==> src/rtl/munoc_burst_arbiter.sv <==
// munoc_burst_arbiter: round-robin burst arbiter sharing one downstream
// burst channel among NUM_REQ requesters. The grant is held for a whole
// burst, and valid-drop and overrun violations are trapped into a sticky
// error state.
// Optional build macro: MUNOC_BURST_ARB_PRIO_OVERRIDE_EN adds a prio_mask
// input that restricts idle arbitration to the masked requesters whenever
// any of them is requesting.

// Per-requester slice: decodes ownership and steers one requester's beat
// onto the shared channel.
module munoc_burst_arb_lane #(
    parameter int LANE       = 0,
    parameter int ID_WIDTH   = 2,
    parameter int DATA_WIDTH = 32
) (
    input  logic                  locked,
    input  logic                  xfer_en,
    input  logic [ID_WIDTH-1:0]   owner_id,
    input  logic                  valid,
    input  logic                  last,
    input  logic [DATA_WIDTH-1:0] data,
    output logic                  ready,
    output logic                  sel_valid,
    output logic                  sel_last,
    output logic [DATA_WIDTH-1:0] sel_data
);
    logic is_owner;

    assign is_owner  = locked && (owner_id == ID_WIDTH'(LANE));
    assign ready     = is_owner && xfer_en;
    assign sel_valid = is_owner && valid;
    assign sel_last  = is_owner && last;
    assign sel_data  = is_owner ? data : '0;
endmodule

module munoc_burst_arbiter #(
    parameter int NUM_REQ    = 4,
    parameter int DATA_WIDTH = 32,
    parameter int MAX_BURST  = 16,
    parameter int ID_WIDTH   = 2
) (
    input  logic                          clk,
    input  logic                          rst,
    input  logic                          enable,
    input  logic                          err_clear,
    input  logic [NUM_REQ-1:0]            req_valid,
    input  logic [NUM_REQ-1:0]            req_last,
    input  logic [NUM_REQ*DATA_WIDTH-1:0] req_data,
`ifdef MUNOC_BURST_ARB_PRIO_OVERRIDE_EN
    input  logic [NUM_REQ-1:0]            prio_mask,
`endif
    output logic [NUM_REQ-1:0]            req_ready,
    output logic                          down_valid,
    output logic                          down_last,
    output logic [DATA_WIDTH-1:0]         down_data,
    input  logic                          down_ready,
    output logic [ID_WIDTH-1:0]           owner_id,
    output logic                          busy,
    output logic                          err,
    output logic [1:0]                    err_code,
    output logic [ID_WIDTH-1:0]           err_id
);
    localparam int CNT_W = $clog2(MAX_BURST + 1);

    localparam logic [1:0] ST_IDLE   = 2'd0;
    localparam logic [1:0] ST_LOCKED = 2'd1;
    localparam logic [1:0] ST_ERROR  = 2'd2;

    localparam logic [1:0] ERR_DROP    = 2'b01;
    localparam logic [1:0] ERR_OVERRUN = 2'b10;

    logic [1:0]          state;
    logic [ID_WIDTH-1:0] rr_ptr;
    logic [CNT_W-1:0]    beat_cnt;
    logic                locked;

    logic [NUM_REQ-1:0][DATA_WIDTH-1:0] data_v;
    logic [NUM_REQ-1:0][DATA_WIDTH-1:0] sel_data;
    logic [NUM_REQ-1:0]                 sel_valid;
    logic [NUM_REQ-1:0]                 sel_last;
    logic                               own_valid;
    logic                               own_last;

    logic [NUM_REQ-1:0]  cand;
    logic [NUM_REQ-1:0]  rot;
    logic                pick_found;
    logic [ID_WIDTH-1:0] pick_idx;

    // Index arithmetic modulo NUM_REQ (NUM_REQ need not be a power of two).
    function automatic logic [ID_WIDTH-1:0] wrap_add(input logic [ID_WIDTH-1:0] a, input int b);
        int s;
        s = int'(a) + b;
        if (s >= NUM_REQ) s = s - NUM_REQ;
        return ID_WIDTH'(s);
    endfunction

    assign data_v = req_data;
    assign locked = (state == ST_LOCKED);
    assign busy   = locked;
    assign err    = (state == ST_ERROR);

    genvar g;
    generate
        for (g = 0; g < NUM_REQ; g++) begin : gen_lane
            munoc_burst_arb_lane #(
                .LANE       (g),
                .ID_WIDTH   (ID_WIDTH),
                .DATA_WIDTH (DATA_WIDTH)
            ) u_lane (
                .locked    (locked),
                .xfer_en   (enable && down_ready),
                .owner_id  (owner_id),
                .valid     (req_valid[g]),
                .last      (req_last[g]),
                .data      (data_v[g]),
                .ready     (req_ready[g]),
                .sel_valid (sel_valid[g]),
                .sel_last  (sel_last[g]),
                .sel_data  (sel_data[g])
            );
        end
    endgenerate

    // Collapse the one-hot lane selections into the downstream channel.
    always_comb begin
        own_valid = 1'b0;
        own_last  = 1'b0;
        down_data = '0;
        for (int i = 0; i < NUM_REQ; i++) begin
            own_valid = own_valid | sel_valid[i];
            own_last  = own_last  | sel_last[i];
            down_data = down_data | sel_data[i];
        end
    end

    assign down_valid = enable && own_valid;
    assign down_last  = own_last;

    // Candidate set: the priority subset when any priority requester is
    // active, otherwise everyone.
`ifdef MUNOC_BURST_ARB_PRIO_OVERRIDE_EN
    logic [NUM_REQ-1:0] hi_cand;
    assign hi_cand = req_valid & prio_mask;
    assign cand    = (|hi_cand) ? hi_cand : req_valid;
`else
    assign cand = req_valid;
`endif

    // Round-robin pick: rotate so bit 0 is rr_ptr, take the lowest set bit.
    always_comb begin
        rot        = NUM_REQ'({cand, cand} >> rr_ptr);
        pick_found = |cand;
        pick_idx   = rr_ptr;
        for (int k = NUM_REQ - 1; k >= 0; k--) begin
            if (rot[k]) pick_idx = wrap_add(rr_ptr, k);
        end
    end

    // Arbitration / burst-lock / error FSM; enable=0 freezes everything.
    always_ff @(posedge clk) begin
        if (rst) begin
            state    <= ST_IDLE;
            rr_ptr   <= '0;
            beat_cnt <= '0;
            owner_id <= '0;
            err_code <= '0;
            err_id   <= '0;
        end else if (enable) begin
            case (state)
                ST_IDLE: begin
                    if (pick_found) begin
                        owner_id <= pick_idx;
                        beat_cnt <= '0;
                        state    <= ST_LOCKED;
                    end
                end
                ST_LOCKED: begin
                    if (!own_valid) begin
                        // Contiguity broken, whether or not downstream is ready.
                        state    <= ST_ERROR;
                        err_code <= ERR_DROP;
                        err_id   <= owner_id;
                    end else if (down_ready) begin
                        if (own_last) begin
                            rr_ptr <= wrap_add(owner_id, 1);
                            state  <= ST_IDLE;
                        end else if (beat_cnt == CNT_W'(MAX_BURST - 1)) begin
                            state    <= ST_ERROR;
                            err_code <= ERR_OVERRUN;
                            err_id   <= owner_id;
                        end else begin
                            beat_cnt <= beat_cnt + 1'b1;
                        end
                    end
                end
                ST_ERROR: begin
                    if (err_clear) begin
                        rr_ptr   <= wrap_add(err_id, 1);
                        err_code <= '0;
                        state    <= ST_IDLE;
                    end
                end
                default: state <= ST_IDLE;
            endcase
        end
    end
endmodule

==> config.mk <==
export PLATFORM = sky130hd
export DESIGN_NAME = munoc_burst_arbiter
export DESIGN_NICKNAME = d
export VERILOG_FILES = /design/src/rtl/munoc_burst_arbiter.sv
export SDC_FILE = /design/constraint.sdc
export NUM_CORES = 1
export LEC_CHECK = 0
export ABC_AREA = 0
export CAP_MARGIN = 10
export CELL_PAD_IN_SITES_DETAIL_PLACEMENT = 2
export CELL_PAD_IN_SITES_GLOBAL_PLACEMENT = 2
export CORE_MARGIN = 2
export CORE_UTILIZATION = 11
export DETAILED_ROUTE_END_ITERATION = 10
export GPL_TIMING_DRIVEN = 1
export MAX_ROUTING_LAYER = met4
export PLACE_DENSITY = 0.83
export SKIP_CTS_REPAIR_TIMING = 1
export SYNTH_ARGS = -nofsm -noshare
export SYNTH_HDL_FRONTEND = slang
export SYNTH_SLANG_ARGS = --single-unit
==> constraint.sdc <==
create_clock -name clk -period 2.02 [get_ports clk]
set_clock_uncertainty 0.1 [all_clocks]
set_input_delay 0.404 -clock clk [delete_from_list [all_inputs] [get_ports clk]]
set_output_delay 0.404 -clock clk [all_outputs]
set_load 0.01 [all_outputs]
# Word-level counts from Yosys, hierarchy flattened
# Cells that the tools add are included.
# W data, S select, Z words.
# word_totals
elab_cells	123
reg_bits	15
# op_classes
n_shift	1
order_cmp	6
reduce_logical	29
muxes	40
addsub	12
bitwise_logic	9
eq_ne	20
# ops
op	count
$mux W32	4
$or A32 B32 Y32	3
$mux W2	27
$mux W5	5
$logic_and A1 B1 Y1	18
$ne A2 B2 Y1 const B	9
$ge A3 B3 Y1 const B	5
$reduce_and A6 Y1	2
$sub A2 B1 Y2 const B	6
$pmux W5 S2	1
$reduce_and A5 Y1	2
$add A2 B1 Y3 const B	3
$ne A3 B3 Y1 const B	3
$pmux W2 S2	2
$shr A8 B2 Y4	1
$reduce_and A7 Y1	1
$add A2 B2 Y3 const B	2
$eq A2 B2 Y1 const B	3
$or A1 B1 Y1	6
$pmux W2 S3	1
$add A5 B1 Y5 const B	1
$eq A5 B4 Y1 const B	1
$eq A2 B1 Y1 const B	2
$logic_not A2 Y1	2
6 further kinds	7

# Depth between registers and ports, before layout
# logic_depth
word_depth	10
depth_mapped	9
depth_no_buf	8

# Cells and area by module
# Synthesis repeated with hierarchy kept, for this count alone.
# hier_totals
hier_cells	333
area_unflattened_um2	3037.9
# modules_own_cells
mod	n_inst	area_per_inst_um2	cells_per_inst
munoc_burst_arbiter	1	1241.2	157
munoc_burst_arb_lane at gen_lane[1].u_lane ...	2	395.4	44
munoc_burst_arb_lane at gen_lane[0].u_lane	1	648.1	44
munoc_burst_arb_lane at gen_lane[3].u_lane	1	357.8	44

# Least setup slack after synthesis
# Ideal clock, no wire load.
# synth_timing
path_kind	flip-flop to output port
start	register state[1]
end	output port down_data[0]
t_arrival_ns	1.696
required_ns	1.516
path_slack_ns	-0.180
n_path_buf	3
stages_incl_launch_ff	10
path_cell_list	dfxtp_1 -> inv_1 -> ha_1 -> buf_2 -> nor2b_1 -> and2_1 -> clkbuf_1 -> clkbuf_1 -> a22oi_1 -> nand2_1
# synth_via
elab_chain_cells	6
word_cells_on_any_way	12
classes_between	eq/ne (1); mux (4); bitwise (3); reduce/logical (4)
# synth_rtl
item	line_no	source
start, declared	72	logic [1:0] state;
start signal, assigned	162	state <= ST_IDLE;
start signal, assigned	174	state <= ST_LOCKED;
start signal, assigned	180	state <= ST_ERROR;
$eq A2 B1 Y1 *	98	assign locked = (state == ST_LOCKED);
net busy	58	output logic busy,
$logic_and A1 B1 Y1	29	assign is_owner = locked && (owner_id == ID_WIDTH'(LANE));
$mux W32	33	assign sel_data = is_owner ? data : '0;
$or A32 B32 Y32 (2 in series)	132	down_data = down_data | sel_data[i];
$or A32 B32 Y32 *	132	
end, declared	55	output logic [DATA_WIDTH-1:0] down_data,
# Mark *: on every way through the listed nets, which the timed path passes. The rest lies on a longest branch.

# Worst setup path in the final report
# layout_timing
start	register state[1]
end	output port down_data[19]
# layout_via
elab_chain_cells	6
word_cells_on_any_way	12
classes_between	eq/ne (1); mux (4); bitwise (3); reduce/logical (4)
# layout_rtl
item	line_no
$eq A2 B1 Y1 *	98
$logic_and A1 B1 Y1	29
$mux W32	33
$or A32 B32 Y32 (2 in series)	132
$or A32 B32 Y32 *	132
# Mark *: on every way between the ends. The rest lies on a longest branch, timed or not.

==> impl_metrics.json <==
{
  "grt_max_degree": 34,
  "syn_area_um2": 1770,
  "first_iter_violations": 75,
  "coreArea_um2": 15800,
  "nFillCells": 1733,
  "clock-sinks": 15,
  "grtUsageTotal": 0.136,
  "power.density_nw_per_um2": 365,
  "cp.arrival_ns": 1.89,
  "postSynthAreaPerCell_um2": 7.05,
  "violations": "setup timing",
  "p_int_mw": 1.22,
  "synth_seq_cells": 15,
  "die_area_um2": 17100,
  "grt_first_pass_wirelength_mm": 17.5,
  "reg2regPathDepth": 12,
  "drt-total-wl_mm": 14.3,
  "areaGrowthSynthToFinish_pct": 184,
  "clkLatencyLatePin_ns": 0.25,
  "worstSetupEndpointType": "output pin",
  "status": "finished with violations",
  "endpoint": "down_data[19]",
  "netlist-cell-type-count": 39,
  "cts_tree": "built",
  "yosys_warnings": 0,
  "rows": 46,
  "async_flop_share": 0,
  "worstSetupStartpoint": "state[1]",
  "nets": 646,
  "drive_gt1_frac": 0.381,
  "die_h_um": 131,
  "port_buffers": 186,
  "setup_violations": 48,
  "power_leakage_nw": 2.17,
  "cp_max_fo": 5,
  "fmaxAchievable_mhz": 418,
  "synth_edf_count": 0,
  "crit_required_ns": 1.52,
  "switching_share": 0.334,
  "die_width_um": 131,
  "syn_nets": 397,
  "combPwrFrac": 0.605,
  "fin_ws_ns": -0.371,
  "grt-ovfl-total": 0,
  "worstMarginPinSlew_ns": 0.377,
  "dp_hpwl_mm": 9.97,
  "p_switching_mw": 0.612,
  "viasPerCell": 4.32,
  "clock_path_buffers": 2,
  "vdd_drop_max_v": 0.000254,
  "htree_levels": 1,
  "drv_cap": 0,
  "synth.top_cells.by_area": "a22oi_1 28%, dfxtp_1 17%, nand2_1 8.3%",
  "power_mw": 1.83,
  "hold_viol": 0,
  "initial_utilization": 0.112,
  "place_congestion": 0.791,
  "netlist_instances": 251,
  "ys.flop_type": "dfxtp_1",
  "numCtsBuffers": 3,
  "wl_per_cell_um": 20.1,
  "r2r_slack_ns": -0.20,
  "r2r_start": "state[1]",
  "clk_pin_slew_ns": 0.05,
  "cp-start-kind": "flip-flop",
  "hold_path.class": "flip-flop to flip-flop",
  "path_class": "flip-flop to output pin",
  "ys_seq_area_frac": 0.170,
  "io_pins": 187,
  "final_max_slew_viol_count": 0,
  "clkPwrFrac": 0.214,
  "maxSlewHeadroom": 0.744,
  "grt_antenna_before_repair": 0,
  "min_period_over_period": 1.18,
  "rsz0062_at_grt": "true",
  "ant_nets": 0,
  "finish.utilization": 0.317,
  "fin_crit_ns": 2.39,
  "seqPwrFrac": 0.181,
  "via_count": 3091,
  "drc": 0,
  "r2r_end": "state[0]",
  "dr.pass1.iters": 4,
  "cts_root_buf": "clkbuf_16",
  "synth_top_cell_area_share": 0.276,
  "grt_pass1_vias": 3291,
  "yosysTopAreaCell": "a22oi_1",
  "diodes": 0
}
sequential cells by signal, indices dropped and copies added (netlist names):
signal and flops:
err_code 2, rr_ptr 2, beat_cnt 5, err_id 2
owner_id 2, state 2
kinds of logic after synthesis:
logic type	synth area share
buffers and inverters	0.0799
muxes	0.0700
xor gates and xnor gates	0.0149
AOI/OAI and AO/OA	0.385
and+or+nand+nor	0.245
adders and majority gates	0.0354
DFF	0.170
placed cells by master, fill, tap and decap left out, types with 3 or more instances in the layout:
cell type          n
mux2i_1            6
a21oi_1            8
dfxtp_2            5
buf_4             39
buf_6             36
or3_4              3
a22oi_2           24
inv_1              8
clkbuf_16          8
nand3_1            5
ha_4               3
a22oi_1           41
buf_12             5
clkbuf_2           9
clkdlybuf4s50_1  140
nand2_1           37
buf_2             18
and3_4             5
a21oi_2            5
o21ai_0            3
buf_8              4
dfxtp_1           10
and3_1             3
nor2_1            16
dlymetal6s2s_1    10
routing by layer:
layer  vias up  track usage  wire length (um)  share of wire
met3        14       0.0240               930          0.065
met4         0       0.0144               197          0.014
met2       127        0.286              7850           0.55
li1       1437            -                 -              -
met1      1513        0.131              5360           0.37
met5         -            -                 0              0
metrics by stage:
step,hold WS [ns],instance area [um2],cells,worst slack (ns),TNS [ns]
finish,0.389,5020,715,-0.371,-11.86
global route,0.409,5020,715,-0.467,-16.20
CTS,0.388,4270,677,-0.776,-30.39
detailed placement,0.375,4190,673,-0.655,-23.78
global placement,0.361,4190,673,-0.583,-20.62
floorplan,0.353,1840,251,0.0102,0
final cells by class:
class	instances	area, um2	share of cell area
multi-input combinational	205	1690	0.336
sequential	15	307	0.0611
timing repair buffer	266	2650	0.527
clock buffer	4	78.8	0.0157
inverter	9	33.8	0.00673
tap	216	270	0.0538
worst min path at each step:
stage / startpoint / to / depth (start not counted)
after floorplan: beat_cnt[3] / beat_cnt[3] / 2
final: err_code[0] / err_code[0] / 2
after CTS: err_code[0] / err_code[0] / 2
after global placement: beat_cnt[3] / beat_cnt[3] / 2
after global routing: err_code[0] / err_code[0] / 2
after detailed placement: err_code[0] / err_code[0] / 2
synth_stat cells (3+ instances only):
| cell type | n |
|---|---|
| ha_1 | 5 |
| nand3_1 | 5 |
| buf_4 | 4 |
| nand2_1 | 39 |
| a21oi_1 | 14 |
| inv_1 | 9 |
| or3_1 | 4 |
| mux2i_1 | 9 |
| and2_1 | 4 |
| a22oi_1 | 65 |
| nor2b_1 | 3 |
| o21ai_0 | 5 |
| and3_1 | 7 |
| dfxtp_1 | 15 |
| nand2b_1 | 3 |
| clkbuf_1 | 15 |
| nor2_1 | 18 |
power groups by stage:
stage	Clock, mW	Combinational (mW)	Sequential [mW]
after floorplan	0	0.304	0.332
after global placement	0	0.903	0.330
after detailed placement	0	0.942	0.331
after CTS	0.398	0.949	0.326
after global routing	0.422	1.18	0.333
final	0.392	1.11	0.332
worst max-delay path, cell delays in order (launching register included):
cell and delay [ns]:
dfxtp_2 0.32, inv_2 0.07, ha_4 0.16, buf_6 0.13, nand2_8 0.06, nor2_4 0.22
buf_8 0.15, buf_6 0.10, buf_6 0.09, buf_6 0.09, a22oi_2 0.06, nand2_1 0.05
buf_2 0.13
Note: power is estimated with default switching activity, not from simulation.
